--- src/rtl/imem_pkg.sv ---
// Shared types and default sizing for the instruction-memory boot arbiter.
package imem_pkg;

  typedef enum logic [1:0] {
    IDLE = 2'd0,
    LOAD = 2'd1,
    RUN  = 2'd2,
    HALT = 2'd3
  } imem_state_t;

  localparam int unsigned ImemAddrW     = 10;
  localparam int unsigned ImemDataW     = 32;
  localparam int unsigned ImemStarveMax = 8;

endpackage

--- src/rtl/imem_port_mux.sv ---
// Combinational SRAM port selection: loader write, then debug read, then fetch read.
module imem_port_mux #(
  parameter int unsigned ADDR_W = 10,
  parameter int unsigned DATA_W = 32
) (
  input  logic              active,
  input  logic              run,
  input  logic              wr_en,
  input  logic [ADDR_W-1:0] uart_addr,
  input  logic [DATA_W-1:0] uart_wdata,
  input  logic              fetch_req,
  input  logic [31:0]       fetch_addr,
  input  logic              dbg_req,
  input  logic [ADDR_W-1:0] dbg_addr,
  input  logic              dbg_override,
  output logic              fetch_gnt,
  output logic              dbg_gnt,
  output logic              mem_en,
  output logic              mem_we,
  output logic [ADDR_W-1:0] mem_addr,
  output logic [DATA_W-1:0] mem_wdata
);

  // Byte PC bits outside the word index never reach the SRAM.
  logic unused_fetch_addr;
  assign unused_fetch_addr = ^{fetch_addr[31:ADDR_W+2], fetch_addr[1:0]};

  always_comb begin
    fetch_gnt = 1'b0;
    dbg_gnt   = 1'b0;
    mem_en    = 1'b0;
    mem_we    = 1'b0;
    mem_addr  = '0;
    mem_wdata = '0;
    if (active) begin
      if (wr_en) begin
        mem_en    = 1'b1;
        mem_we    = 1'b1;
        mem_addr  = uart_addr;
        mem_wdata = uart_wdata;
      end else if (dbg_req && (!run || !fetch_req || dbg_override)) begin
        dbg_gnt  = 1'b1;
        mem_en   = 1'b1;
        mem_addr = dbg_addr;
      end else if (run && fetch_req) begin
        fetch_gnt = 1'b1;
        mem_en    = 1'b1;
        mem_addr  = fetch_addr[ADDR_W+1:2];
      end
    end
  end

endmodule

--- src/rtl/imem_boot_arbiter.sv ---
// Instruction SRAM owner: UART load, fetch run, optional starvation-protected debug reads.
// Debug port is built only when IMEM_DBG_PORT_EN is defined.
module imem_boot_arbiter
  import imem_pkg::*;
#(
  parameter int unsigned ADDR_W     = ImemAddrW,
  parameter int unsigned DATA_W     = ImemDataW,
  parameter int unsigned STARVE_MAX = ImemStarveMax
) (
  input  logic              clk,
  input  logic              reset_n,
  input  logic              uart_valid,
  input  logic [ADDR_W-1:0] uart_addr,
  input  logic [DATA_W-1:0] uart_wdata,
  input  logic              uart_last,
  output logic              uart_ready,
  output logic              uart_done,
  input  logic              fetch_req,
  input  logic [31:0]       fetch_addr,
  output logic              fetch_gnt,
  output logic              fetch_valid,
  output logic [DATA_W-1:0] fetch_data,
  input  logic              dbg_req,
  input  logic [ADDR_W-1:0] dbg_addr,
  output logic              dbg_gnt,
  output logic              dbg_valid,
  output logic [DATA_W-1:0] dbg_data,
  input  logic              halt_in,
  output logic [1:0]        state,
  output logic [ADDR_W:0]   load_count,
  output logic              mem_en,
  output logic              mem_we,
  output logic [ADDR_W-1:0] mem_addr,
  output logic [DATA_W-1:0] mem_wdata,
  input  logic [DATA_W-1:0] mem_rdata
);

  localparam logic [ADDR_W:0] LoadMax = {1'b1, {ADDR_W{1'b0}}};
  localparam logic [ADDR_W:0] LoadOne = {{ADDR_W{1'b0}}, 1'b1};

  imem_state_t     state_q, state_d;
  logic [ADDR_W:0] load_count_q, load_count_d;
  logic            fetch_valid_q, fetch_valid_d;
  logic            run, wr_en, dbg_req_eff, dbg_override, dbg_gnt_w;

  assign run        = (state_q == RUN);
  assign uart_ready = !run;
  assign wr_en      = reset_n && uart_valid && uart_ready;
  assign uart_done  = (state_q == RUN) || (state_q == HALT);
  assign state      = state_q;
  assign load_count = load_count_q;
  assign dbg_gnt    = dbg_gnt_w;

  imem_port_mux #(
    .ADDR_W(ADDR_W),
    .DATA_W(DATA_W)
  ) u_port_mux (
    .active      (reset_n),
    .run         (run),
    .wr_en       (wr_en),
    .uart_addr   (uart_addr),
    .uart_wdata  (uart_wdata),
    .fetch_req   (fetch_req),
    .fetch_addr  (fetch_addr),
    .dbg_req     (dbg_req_eff),
    .dbg_addr    (dbg_addr),
    .dbg_override(dbg_override),
    .fetch_gnt   (fetch_gnt),
    .dbg_gnt     (dbg_gnt_w),
    .mem_en      (mem_en),
    .mem_we      (mem_we),
    .mem_addr    (mem_addr),
    .mem_wdata   (mem_wdata)
  );

  always_comb begin
    state_d       = state_q;
    load_count_d  = load_count_q;
    fetch_valid_d = fetch_gnt;
    unique case (state_q)
      IDLE, HALT: begin
        if (wr_en) begin
          state_d      = LOAD;
          load_count_d = LoadOne;
        end
      end
      LOAD: begin
        if (wr_en) begin
          if (uart_last) state_d = RUN;
          if (load_count_q != LoadMax) load_count_d = load_count_q + LoadOne;
        end
      end
      RUN: begin
        if (halt_in) state_d = HALT;
      end
      default: ;
    endcase
  end

  always_ff @(posedge clk) begin
    if (!reset_n) begin
      state_q       <= IDLE;
      load_count_q  <= '0;
      fetch_valid_q <= 1'b0;
    end else begin
      state_q       <= state_d;
      load_count_q  <= load_count_d;
      fetch_valid_q <= fetch_valid_d;
    end
  end

  assign fetch_valid = fetch_valid_q;
  assign fetch_data  = fetch_valid_q ? mem_rdata : '0;

`ifdef IMEM_DBG_PORT_EN
  localparam int unsigned      WaitW   = $clog2(STARVE_MAX + 1);
  localparam logic [WaitW-1:0] WaitMax = WaitW'(STARVE_MAX);
  localparam logic [WaitW-1:0] WaitOne = WaitW'(1);

  logic [WaitW-1:0] dbg_wait_q, dbg_wait_d;
  logic             dbg_valid_q;

  assign dbg_req_eff  = dbg_req;
  // Fetch yields one cycle once debug has been starved for STARVE_MAX cycles.
  assign dbg_override = run && dbg_req && (dbg_wait_q == WaitMax);

  always_comb begin
    dbg_wait_d = '0;
    if (dbg_req && !dbg_gnt_w) begin
      dbg_wait_d = (dbg_wait_q == WaitMax) ? dbg_wait_q : dbg_wait_q + WaitOne;
    end
  end

  always_ff @(posedge clk) begin
    if (!reset_n) begin
      dbg_wait_q  <= '0;
      dbg_valid_q <= 1'b0;
    end else begin
      dbg_wait_q  <= dbg_wait_d;
      dbg_valid_q <= dbg_gnt_w;
    end
  end

  assign dbg_valid = dbg_valid_q;
  assign dbg_data  = dbg_valid_q ? mem_rdata : '0;
`else
  logic unused_dbg_req;
  assign unused_dbg_req = dbg_req;
  assign dbg_req_eff    = 1'b0;
  assign dbg_override   = 1'b0;
  assign dbg_valid      = 1'b0;
  assign dbg_data       = '0;
`endif

endmodule

--- config.mk ---
export PLATFORM = sky130hd
export DESIGN_NAME = imem_boot_arbiter
export DESIGN_NICKNAME = d
export VERILOG_FILES = /design/src/rtl/imem_pkg.sv /design/src/rtl/imem_port_mux.sv /design/src/rtl/imem_boot_arbiter.sv
export SDC_FILE = /design/constraint.sdc
export NUM_CORES = 1
export LEC_CHECK = 0
export CAP_MARGIN = 10
export CORE_AREA = 2 2 96 98
export CTS_CLUSTER_SIZE = 24
export DETAILED_ROUTE_END_ITERATION = 8
export DIE_AREA = 0 0 98 100
export DONT_BUFFER_PORTS = 1
export GPL_TIMING_DRIVEN = 1
export PLACE_DENSITY = 0.36
export SLEW_MARGIN = 20
export SYNTH_ARGS = -nofsm -noshare
export SYNTH_HDL_FRONTEND = slang
export SYNTH_SLANG_ARGS = --single-unit
--- constraint.sdc ---
create_clock -name clk -period 2.65 [get_ports clk]
set_input_delay 0.53 -clock clk [delete_from_list [all_inputs] [get_ports clk]]
set_output_delay 0.53 -clock clk [all_outputs]
set_load 0.005 [all_outputs]
==> metrics.cfg <==
[setup_path]
rr_startpoint = state[0]
crit_path_max_fanout = 32
r2r_end = state[1]
crit_chain = inv_1, ha_1, nand3b_1, clkinv_1, buf_4, and2_1
setup.worst_path.start_class = flop
cp.required_ns = 2.12
critPathMaxStageDelay_ns = 0.33
end_kind = output pin
cp_slowest_cell = dfxtp_1
cp_data_arrival_time_ns = 1.74
path_class = flop to output pin
reg2regPathDepth = 8
r2r_setup_slack_ns = 0.78

[drt]
dr.pass1.iters = 4
ant_nets = 0
vias = 1450
routed_wl_um = 5040
route.detailed.drc = 0
wl_per_cell_um = 15.2
drtIter0Drc = 62
vias_per_cell = 4.38

[pwr]
switching_share = 0.399
p_sw_mw = 0.348
combPwrFrac = 0.457
intPower_mw = 0.523
clock_power_share = 0.256
power_mw = 0.871
p_leak_nw = 0.713
powerDensity_nw_per_um2 = 508
peakVddDrop_mv = 0.130
seqPwrFrac = 0.287

[cells_and_area]
finalCoreUtilization = 0.193
instances_no_fill = 331
area_delta_synth_final_pct = 2.54
antenna_cells = 0
final_net_count = 350
layout_common_cells = and2_1 (67), conb_1 (34), dfxtp_1 (14), a22o_1 (10), nand2_1 (10)
multiInputGateArea_sq_um = 1180
layout.cells.most_common = and2_1
fill_cells = 1010
layout-drive-gt1-share = 0.0818
layout.area.seq_sq_um = 280
finalInstanceArea_sq_um = 1720

[timing]
fmaxAchievable_ghz = 0.441
grt_setup_unrepaired = no
setup_tns_ns = 0
maxSlewHeadroom = 0.563
final-hold-violation-count = 0
setup_viol = 0
hold_ws_ns = 0.398
worstMarginPinSlew_ns = 0.654
finalMaxSlewViolations = 0
finalCritPeriodShare = 0.855
skew_ns = 0.000647
fin_ws_ns = 0.383
period_minus_slack_ns = 2.27

[place]
dpl_cell_area_sq_um = 1660
dp_slack_ns = 0.609
dp_hpwl_um = 4270
placedCellCount = 327
gp_congestion = 0.781
io_buffer_count = 0

[min_path]
holdPathStages = 1
min_path_type = input pin to flop
min_to = load_count[3]
min-delay-start = reset_n

[cts]
cts_resized = 0
cts-root-buf = clkbuf_8
cts_tree = yes
cts_sinks = 14
clk_latency_ns = 0.25
cts_hold_buffers = 0
post_cts_buffers = 0
h-tree-depth = 1
clkSlewWorstSetupHoldPaths_ns = 0.07
cts_buffer_depth = 2
numCtsBuffers = 3

[global_route]
gr-total-overflow = 0
busiest_layer = met2
globalRouteMet1Util = 0.0934
grt_max_degree = 34
grt_antenna_before_repair = 0
gr-usage-met3 = 0.0216
gr-usage-all-layers = 0.0895
use_met2 = 0.175
grt_pass1_wl_um = 6940
grt_pass1_vias = 1221

[synthesis]
syn_area_per_cell_sq_um = 7.47
synth_area_sq_um = 1670
async_flop_share = 0
yosysWarnings = 0
synthCells = 224
synth_edf_count = 0
ys_seq_elements = 14
ys_seq_area_frac = 0.168
ys_types = 42
synth_ff_type = dfxtp_1

[floorplan]
fp.dieArea_sq_um = 9800
die_h_um = 100
start_util = 0.188
die_w_um = 98
ios = 250
core_sq_um = 8890
num_rows = 35

[run_status]
status = complete, no violations

[job]
max_cap_violations = 0

## layer usage
layer  up-vias  part of all wire
li1        676                 -
met1       636              0.35
met2       134              0.53
met3         4              0.10
met4         0            0.0097
met5         -                 0
## worst max-delay path: cells and delay by family (launching register included)
family | cells | cell delay [ns]
AND/OR/NAND/NOR | 2 | 0.46
adder cells (fa/ha/maj) | 1 | 0.25
flip-flops | 1 | 0.33
buffers and inverters | 3 | 0.44
## cell usage after synthesis, drive strengths merged, types with 5 or more instances
cell type	instances	area (sq um)
and2	67	419
buf	37	279
dfxtp	14	280
a22o	10	87.6
nand2	10	37.5
clkbuf	9	33.8
ha	6	75.1
inv	6	22.5
nor2	6	25.0
nor3	6	30.0
o21ai	5	28.8
## area by class of cell
type	instances	area share
clock buffer	4	0.0321
inverter	7	0.0153
multi-input combinational	190	0.686
sequential	14	0.163
tap	111	0.0810
timing repair buffer	5	0.0219
## worst max-delay path by stage
stage          startpoint            to  slack (ns)  depth (start not counted)
6_report         state[0]  mem_wdata[3]        0.38                          6
5_1_grt          state[0]  mem_wdata[3]        0.19                          6
4_1_cts          state[0]  mem_wdata[3]        0.32                          6
3_5_place_dp     state[0]  mem_wdata[3]        0.61                          6
3_3_place_gp     state[0]  mem_wdata[3]        0.62                          6
2_1_floorplan    state[0]   mem_addr[2]        0.54                          7
## power groups by stage
stage / clock network (mW) / registers, mW / logic (mW)
after floorplan: 0 / 0.257 / 0.338
after global placement: 0 / 0.255 / 0.404
after detailed placement: 0 / 0.255 / 0.406
after CTS: 0.231 / 0.251 / 0.409
after global routing: 0.240 / 0.254 / 0.448
final: 0.223 / 0.250 / 0.398
## registers in the layout (all words and copies together) (netlist names)
register / flops
fetch_valid: 1
load_count: 11
state: 2
## kinds of logic (layout without fill, tap and decap cells)
kind of cell               Yosys count  after routing  share of synthesized area
and+or+nand+nor                    113            113                      0.411
buffers and inverters               53             16                      0.203
other                                1             34                    0.00224
AOI/OAI and AO/OA                   35             35                      0.160
DFF                                 14             14                      0.168
adders and majority gates            6              6                     0.0449
muxes                                2              2                     0.0120
Note: power is estimated with default switching activity, not from simulation.
